==> config.mk <==
export PLATFORM = sky130hd
export DESIGN_NAME = stream_upsize_arb
export DESIGN_NICKNAME = d
export VERILOG_FILES = /design/src/rtl/stream_upsize_arb.sv
export SDC_FILE = /design/constraint.sdc
export NUM_CORES = 1
export LEC_CHECK = 0
export BUFFER_PORTS_ARGS = -buffer_cell sky130_fd_sc_hd__buf_2
export CAP_MARGIN = 10
export CORE_ASPECT_RATIO = 1.4
export CORE_UTILIZATION = 51
export DETAILED_ROUTE_END_ITERATION = 12
export GPL_TIMING_DRIVEN = 0
export PLACE_DENSITY = 0.79
export REMOVE_ABC_BUFFERS = 1
export SLEW_MARGIN = 20
export SYNTH_ARGS = -nofsm -noshare
export SYNTH_HDL_FRONTEND = slang
export SYNTH_SLANG_ARGS = --single-unit
==> constraint.sdc <==
create_clock -name clk -period 1.9 [get_ports clk]
set_input_delay 0 -clock clk [delete_from_list [all_inputs] [get_ports clk]]
set_output_delay 0 -clock clk [all_outputs]
set_load 0.03 [all_outputs]
==> src/rtl/stream_upsize_arb.sv <==
// stream_upsize_arb: packet-granular round-robin arbiter that funnels
// N_SRC narrow valid/ready streams into one registered stream for stream_upsize.
//
// Ports:
//   clk, rst_n          clock, asynchronous active-low reset
//   s_data_i            N_SRC packed beats, source i at [i*T_DATA_WIDTH +: T_DATA_WIDTH]
//   s_last_i/s_valid_i  per-source end-of-packet and beat-valid flags
//   s_ready_o           per-source accept; only the granted source can see a 1
//   m_data_o/m_last_o   registered output beat and end-of-packet flag
//   m_valid_o/m_ready_i output handshake
//   m_id_o              index of the source that produced the current m_ beat
//   pkt_cnt_o           wrapping count of packets fully delivered on m_
module stream_upsize_arb #(
   parameter int T_DATA_WIDTH = 1,
   parameter int N_SRC        = 4
) (
   input  logic                          clk,
   input  logic                          rst_n,
   input  logic [N_SRC*T_DATA_WIDTH-1:0] s_data_i,
   input  logic [N_SRC-1:0]              s_last_i,
   input  logic [N_SRC-1:0]              s_valid_i,
   output logic [N_SRC-1:0]              s_ready_o,
   output logic [T_DATA_WIDTH-1:0]       m_data_o,
   output logic                          m_last_o,
   output logic                          m_valid_o,
   input  logic                          m_ready_i,
   output logic [$clog2(N_SRC)-1:0]      m_id_o,
   output logic [15:0]                   pkt_cnt_o
);

   localparam int ID_W = $clog2(N_SRC);

   typedef enum logic {
      IDLE,
      BUSY
   } state_t;

   state_t                  state_q;
   logic [ID_W-1:0]         grant_q;
   logic [ID_W-1:0]         rr_ptr_q;
   logic [ID_W-1:0]         pick;
   logic [ID_W-1:0]         nxt_ptr;
   logic [15:0]             pkt_cnt_q;
   logic                    any_req;
   logic                    busy;
   logic                    out_free;
   logic                    acc;
   logic                    g_valid;
   logic                    g_last;
   logic [T_DATA_WIDTH-1:0] g_data;
   int                      idx;

   assign busy     = (state_q == BUSY);
   assign out_free = !m_valid_o || m_ready_i;
   assign any_req  = |s_valid_i;

   assign g_valid = s_valid_i[grant_q];
   assign g_last  = s_last_i[grant_q];
   assign g_data  = s_data_i[int'(grant_q)*T_DATA_WIDTH +: T_DATA_WIDTH];

   assign acc = busy && g_valid && out_free;

   assign nxt_ptr = (grant_q == ID_W'(N_SRC - 1)) ? '0 : grant_q + 1'b1;

   assign pkt_cnt_o = pkt_cnt_q;

   // Walk the ring downward from the farthest slot so the request
   // closest to rr_ptr (searching upward with wrap) is the last writer.
   always_comb begin
      pick = rr_ptr_q;
      idx  = 0;
      for (int k = N_SRC - 1; k >= 0; k--) begin
         idx = int'(rr_ptr_q) + k;
         if (idx >= N_SRC) idx = idx - N_SRC;
         if (s_valid_i[idx[ID_W-1:0]]) pick = idx[ID_W-1:0];
      end
   end

   // Ready follows the output slot directly so a drained slot can
   // refill on the same cycle; only the granted source is ever offered.
   always_comb begin
      s_ready_o = '0;
      if (busy) s_ready_o[grant_q] = out_free;
   end

   always_ff @(posedge clk or negedge rst_n) begin
      if (!rst_n) begin
         state_q  <= IDLE;
         grant_q  <= '0;
         rr_ptr_q <= '0;
      end else begin
         unique case (state_q)
            IDLE: begin
               if (any_req) begin
                  grant_q <= pick;
                  state_q <= BUSY;
               end
            end
            BUSY: begin
               // A stalled source keeps the grant; only its last beat
               // releases the bus.
               if (acc && g_last) begin
                  state_q  <= IDLE;
                  rr_ptr_q <= nxt_ptr;
               end
            end
            default: state_q <= IDLE;
         endcase
      end
   end

   always_ff @(posedge clk or negedge rst_n) begin
      if (!rst_n) begin
         m_valid_o <= 1'b0;
         m_data_o  <= '0;
         m_last_o  <= 1'b0;
         m_id_o    <= '0;
      end else if (acc) begin
         m_valid_o <= 1'b1;
         m_data_o  <= g_data;
         m_last_o  <= g_last;
         m_id_o    <= grant_q;
      end else if (m_ready_i) begin
         m_valid_o <= 1'b0;
      end
   end

   always_ff @(posedge clk or negedge rst_n) begin
      if (!rst_n) begin
         pkt_cnt_q <= '0;
      end else if (m_valid_o && m_ready_i && m_last_o) begin
         pkt_cnt_q <= pkt_cnt_q + 16'd1;
      end
   end

endmodule

==> tab_implementation.tex <==
\begin{tabular}{lr}
\hline
Metric & Value \\
\hline
\multicolumn{2}{l}{\textbf{Logic synthesis}} \\
\quad Number of register bits inferred by synthesis & 26 \\
\quad Leading cell types by total area after synthesis & sky130\_fd\_sc\_hd\_\_dfrtp\_1 (47\%), sky130\_fd\_sc\_hd\_\_xnor2\_1 (8.8\%), sky130\_fd\_sc\_hd\_\_nand2\_1 (4.6\%) \\
\quad Most frequent cell after synthesis & sky130\_fd\_sc\_hd\_\_dfrtp\_1 \\
\quad Count of flip-flops with a built-in enable after synthesis & 0 \\
\quad Top FF cell, synth & sky130\_fd\_sc\_hd\_\_dfrtp\_1 \\
\quad Combined area of all synthesized cells & 1391 um2 \\
\quad Dominant cell type by area after synthesis & sky130\_fd\_sc\_hd\_\_dfrtp\_1 \\
\quad Number of distinct standard cells referenced by the synthesized netlist & 37 \\
\quad Top cell types by occurrence after synthesis & sky130\_fd\_sc\_hd\_\_dfrtp\_1 (26), sky130\_fd\_sc\_hd\_\_nand2\_1 (17), sky130\_fd\_sc\_hd\_\_xnor2\_1 (14) \\
\quad Avg Inst Size Synth & 10.70 um2 \\
\quad Sequential-to-total area share from yosys stat & 46.76\% \\
\quad FFs w/ async S/R, synth & 100.0\% \\
\quad Area share of the largest cell type after synthesis & 46.76\% \\
\quad Cell count after synthesis & 130 \\
\quad Synth warn & 0 \\
\multicolumn{2}{l}{\textbf{STA}} \\
\quad Worst rel slew slack & 63.54\% \\
\quad Worst setup slack after layout & 0.1559 ns \\
\quad Setup repair after global routing missed its margin & false \\
\quad Total negative slack for setup checks & 0 ns \\
\quad Final setup fails & 0 \\
\quad Final critical delay including setup and external delays & 1.744 ns \\
\quad Fin. max-slew vios & 0 \\
\quad Worst-case clock skew & 0.001511 ns \\
\quad Final hold viol count & 0 \\
\quad Fmax & 573.4 MHz \\
\quad Measured slew at the worst slew-check pin & 0.5469 ns \\
\quad Post-route fraction of the period consumed by the critical path & 91.79\% \\
\multicolumn{2}{l}{\textbf{Clock tree}} \\
\quad Post CTS Setup Buffer Count & 0 \\
\quad Number of buffers on the longest clock path & 2 \\
\quad TritonCTS clock tree & yes \\
\quad CTS hold repair buffers & 1 \\
\quad Count of instances resized after the clock tree is built & 0 \\
\quad Clock transition at the registers of the reported paths & 0.13 ns \\
\quad Inserted Clock Buffers & 3 \\
\quad Sinks on Clock Net & 26 \\
\quad Clock root buffer & sky130\_fd\_sc\_hd\_\_clkbuf\_4 \\
\quad Clock latency at the later pin of the worst-skew pair & 0.31 ns \\
\quad Number of levels the H-tree was split into & 1 \\
\multicolumn{2}{l}{\textbf{Setup path}} \\
\quad Required arrival time at the worst endpoint & 2.11 ns \\
\quad Critical Path Source & grant\_q[1] \\
\quad Slowest cell on crit path & sky130\_fd\_sc\_hd\_\_mux4\_2 \\
\quad Kind of capture point of the worst setup path & flop \\
\quad Slowest Stage Delay on Critical Path & 0.61 ns \\
\quad Startpoint type of the worst setup path & flop \\
\quad Worst path arrival time & 1.95 ns \\
\quad R2r startpoint & grant\_q[1] \\
\quad Biggest fanout along the worst timing path & 8 \\
\quad Cell breakdown of the critical path & mux4\_2 -> nand3\_2 -> mux2\_4 \\
\quad Kind of critical path & flop to flop \\
\multicolumn{2}{l}{\textbf{Layout}} \\
\quad Number of diodes & 0 \\
\quad Fraction of final layout cells sized beyond drive strength 1 & 28.40\% \\
\quad Number of fill cells in the layout & 229 \\
\quad Total area of sequential cells & 650.6 um2 \\
\quad Post-route core utilization & 62.73\% \\
\quad Area of combinational cells with multiple inputs & 705.7 um2 \\
\quad Layout overhead on the synthesized area & 17.90\% \\
\quad Final standard cell count with taps included and fillers excluded & 205 \\
\quad Number of nets at the end of the flow & 191 \\
\multicolumn{2}{l}{\textbf{Pwr}} \\
\quad Internal & 0.001172 W \\
\quad Ratio of total power to cell area & 1270 nW/um2 \\
\quad Net Switching & 0.0009115 W \\
\quad Combinational group share of total power & 46.7\% \\
\quad Proportion of power drawn by the clock network & 10.7\% \\
\quad Portion of total power attributed to sequential cells & 42.6\% \\
\quad Switching Share & 43.75\% \\
\quad Worst voltage drop across the vdd grid & 0.7309 mV \\
\quad Leakage Power & 0.8349 nW \\
\multicolumn{2}{l}{\textbf{Routing}} \\
\quad Drt total wl & 2.652 mm \\
\quad First-pass iteration count of the detailed router & 4 \\
\quad Routed vias/inst & 5.459 \\
\quad DRC violation count after routing & 0 \\
\quad WL/cell & 12.94 um \\
\quad Final antenna-violating net count & 0 \\
\quad Via count & 1119 \\
\quad Iter 0 DRT Violations & 11 \\
\multicolumn{2}{l}{\textbf{Place}} \\
\quad Cell Count Post-Placement & 201 \\
\quad Hpwl dp & 2.041 mm \\
\quad Post-Place Setup Slack & 0.1640 ns \\
\quad Final estimated routing congestion in global placement & 0.7999 \\
\quad Buffers added on ports & 39 \\
\multicolumn{2}{l}{\textbf{Floorplanning}} \\
\quad Core footprint & 2615 um2 \\
\quad Std-Cell Rows & 22 \\
\quad IO Pins & 40 \\
\quad DIE AREA & 2944 um2 \\
\quad Die extent in y & 63.80 um \\
\quad Die width & 46.15 um \\
\quad Starting utilization of the core area & 53.21\% \\
\multicolumn{2}{l}{\textbf{Global route}} \\
\quad Number of antenna violations at the first check in global routing & 0 \\
\quad Total global-route track usage & 21.17\% \\
\quad Wire length of the first global-routing pass & 4.602 mm \\
\quad Number of global-route vias before repair & 1110 \\
\quad Maximum number of pins on one net before global-route repair & 27 \\
\quad Overflow left after global routing & 0 \\
\multicolumn{2}{l}{\textbf{Job}} \\
\quad \# Max-Cap Violations & 0 \\
\multicolumn{2}{l}{\textbf{Min path}} \\
\quad Hold Crit Class & input pin to flop \\
\quad Hold path startpoint & m\_ready\_i \\
\multicolumn{2}{l}{\textbf{Run status}} \\
\quad Outcome & complete, no violations \\
\hline
\end{tabular}
==> worst paths after layout <==
kind                       cells past startpoint       endpoint  slack, ns
hold / removal                                 3   pkt_cnt_o[0]       0.06
setup / recovery                               3    rr_ptr_q[1]       0.16
max in group asynchronous                      2  pkt_cnt_o[15]       1.35
setup reg to reg                               3    rr_ptr_q[1]       0.16
hold reg to reg                                1  pkt_cnt_o[15]       0.48
min in group asynchronous                      2   pkt_cnt_o[2]       0.19
==> layer usage <==
metal / global-route usage, % / routed length (um) / vias up
met5: 0 / 0 / -
met4: 11.03 / 53 / 0
met3: 2.825 / 91 / 6
met2: 33.98 / 1379 / 36
met1: 26.63 / 1127 / 543
li1: - / - / 534
==> sequential cells by signal (all words and copies together), names as in the netlist <==
register   flops
m_id_o         2
m_valid_o      1
pkt_cnt_o     16
m_data_o       1
grant_q        2
m_last_o       1
rr_ptr_q       2
busy           1
==> cell families after synthesis <==
family	count (synthesis)	share of synthesized area, %
AO/OA/AOI/OAI	15	6.385
XOR/XNOR	15	9.443
adder cells (fa/ha/maj)	5	4.496
buffers and inverters	7	2.518
flip-flops	26	46.76
multiplexers	9	10.61
AND/OR/NAND/NOR	53	19.78
==> critical path: cells and delay by family, from the launching register on <==
kind	cells	cell delay, ns
DFF	1	0.57
and+or+nand+nor	1	0.16
muxes	2	0.92
==> per-stage QoR <==
step                      total power (W)  instance area, um2  hold slack [ns]
after global routing             0.002250                1640          0.08083
after CTS                        0.002097                1640          0.06326
final                            0.002084                1640          0.06152
after floorplan                  0.001581                1368          -0.2956
after detailed placement         0.001871                1608          0.02284
after global placement           0.001827                1608          0.01089
==> placed cells by master (no fill, tap or decap), drive strengths merged <==
cell         Yosys  layout
buf              2      39
dfrtp           26      26
nand2           17      17
xnor2           14      14
nand3            9       9
and3             8       8
nor2             6       6
a21oi            5       5
ha               5       5
nand4            4       4
o21ai            4       4
mux2             4       4
inv              3       3
clkbuf           2       3
mux4             3       3
nand2b           2       2
mux2i            2       2
and2             1       1
nor4             1       1
a21o             1       1
nor3             1       1
nor3b            1       1
o22a             1       1
o22ai            1       1
and4             1       1
xor2             1       1
or2              1       1
o21bai           1       1
nor2b            1       1
o211ai           1       1
a31oi            1       1
dlygate4sd3      0       1
==> layout make-up <==
cell class | count | area share (%)
flip-flops and latches | 26 | 39.66
multi-input cells | 97 | 43.02
repair buffers | 40 | 12.51
inverters | 3 | 0.6865
clock buffers | 3 | 1.373
well taps | 36 | 2.746
==> power groups by stage <==
stage	logic, W	clock network [W]	registers (W)
after floorplan	0.000551	0	0.00103
final	0.000973	0.000222	0.000889
after global placement	0.000942	0	0.000885
after detailed placement	0.000974	0	0.000897
after global routing	0.00107	0.000261	0.000918
after CTS	0.000983	0.000227	0.000887
(Power assumes the default switching activity.)
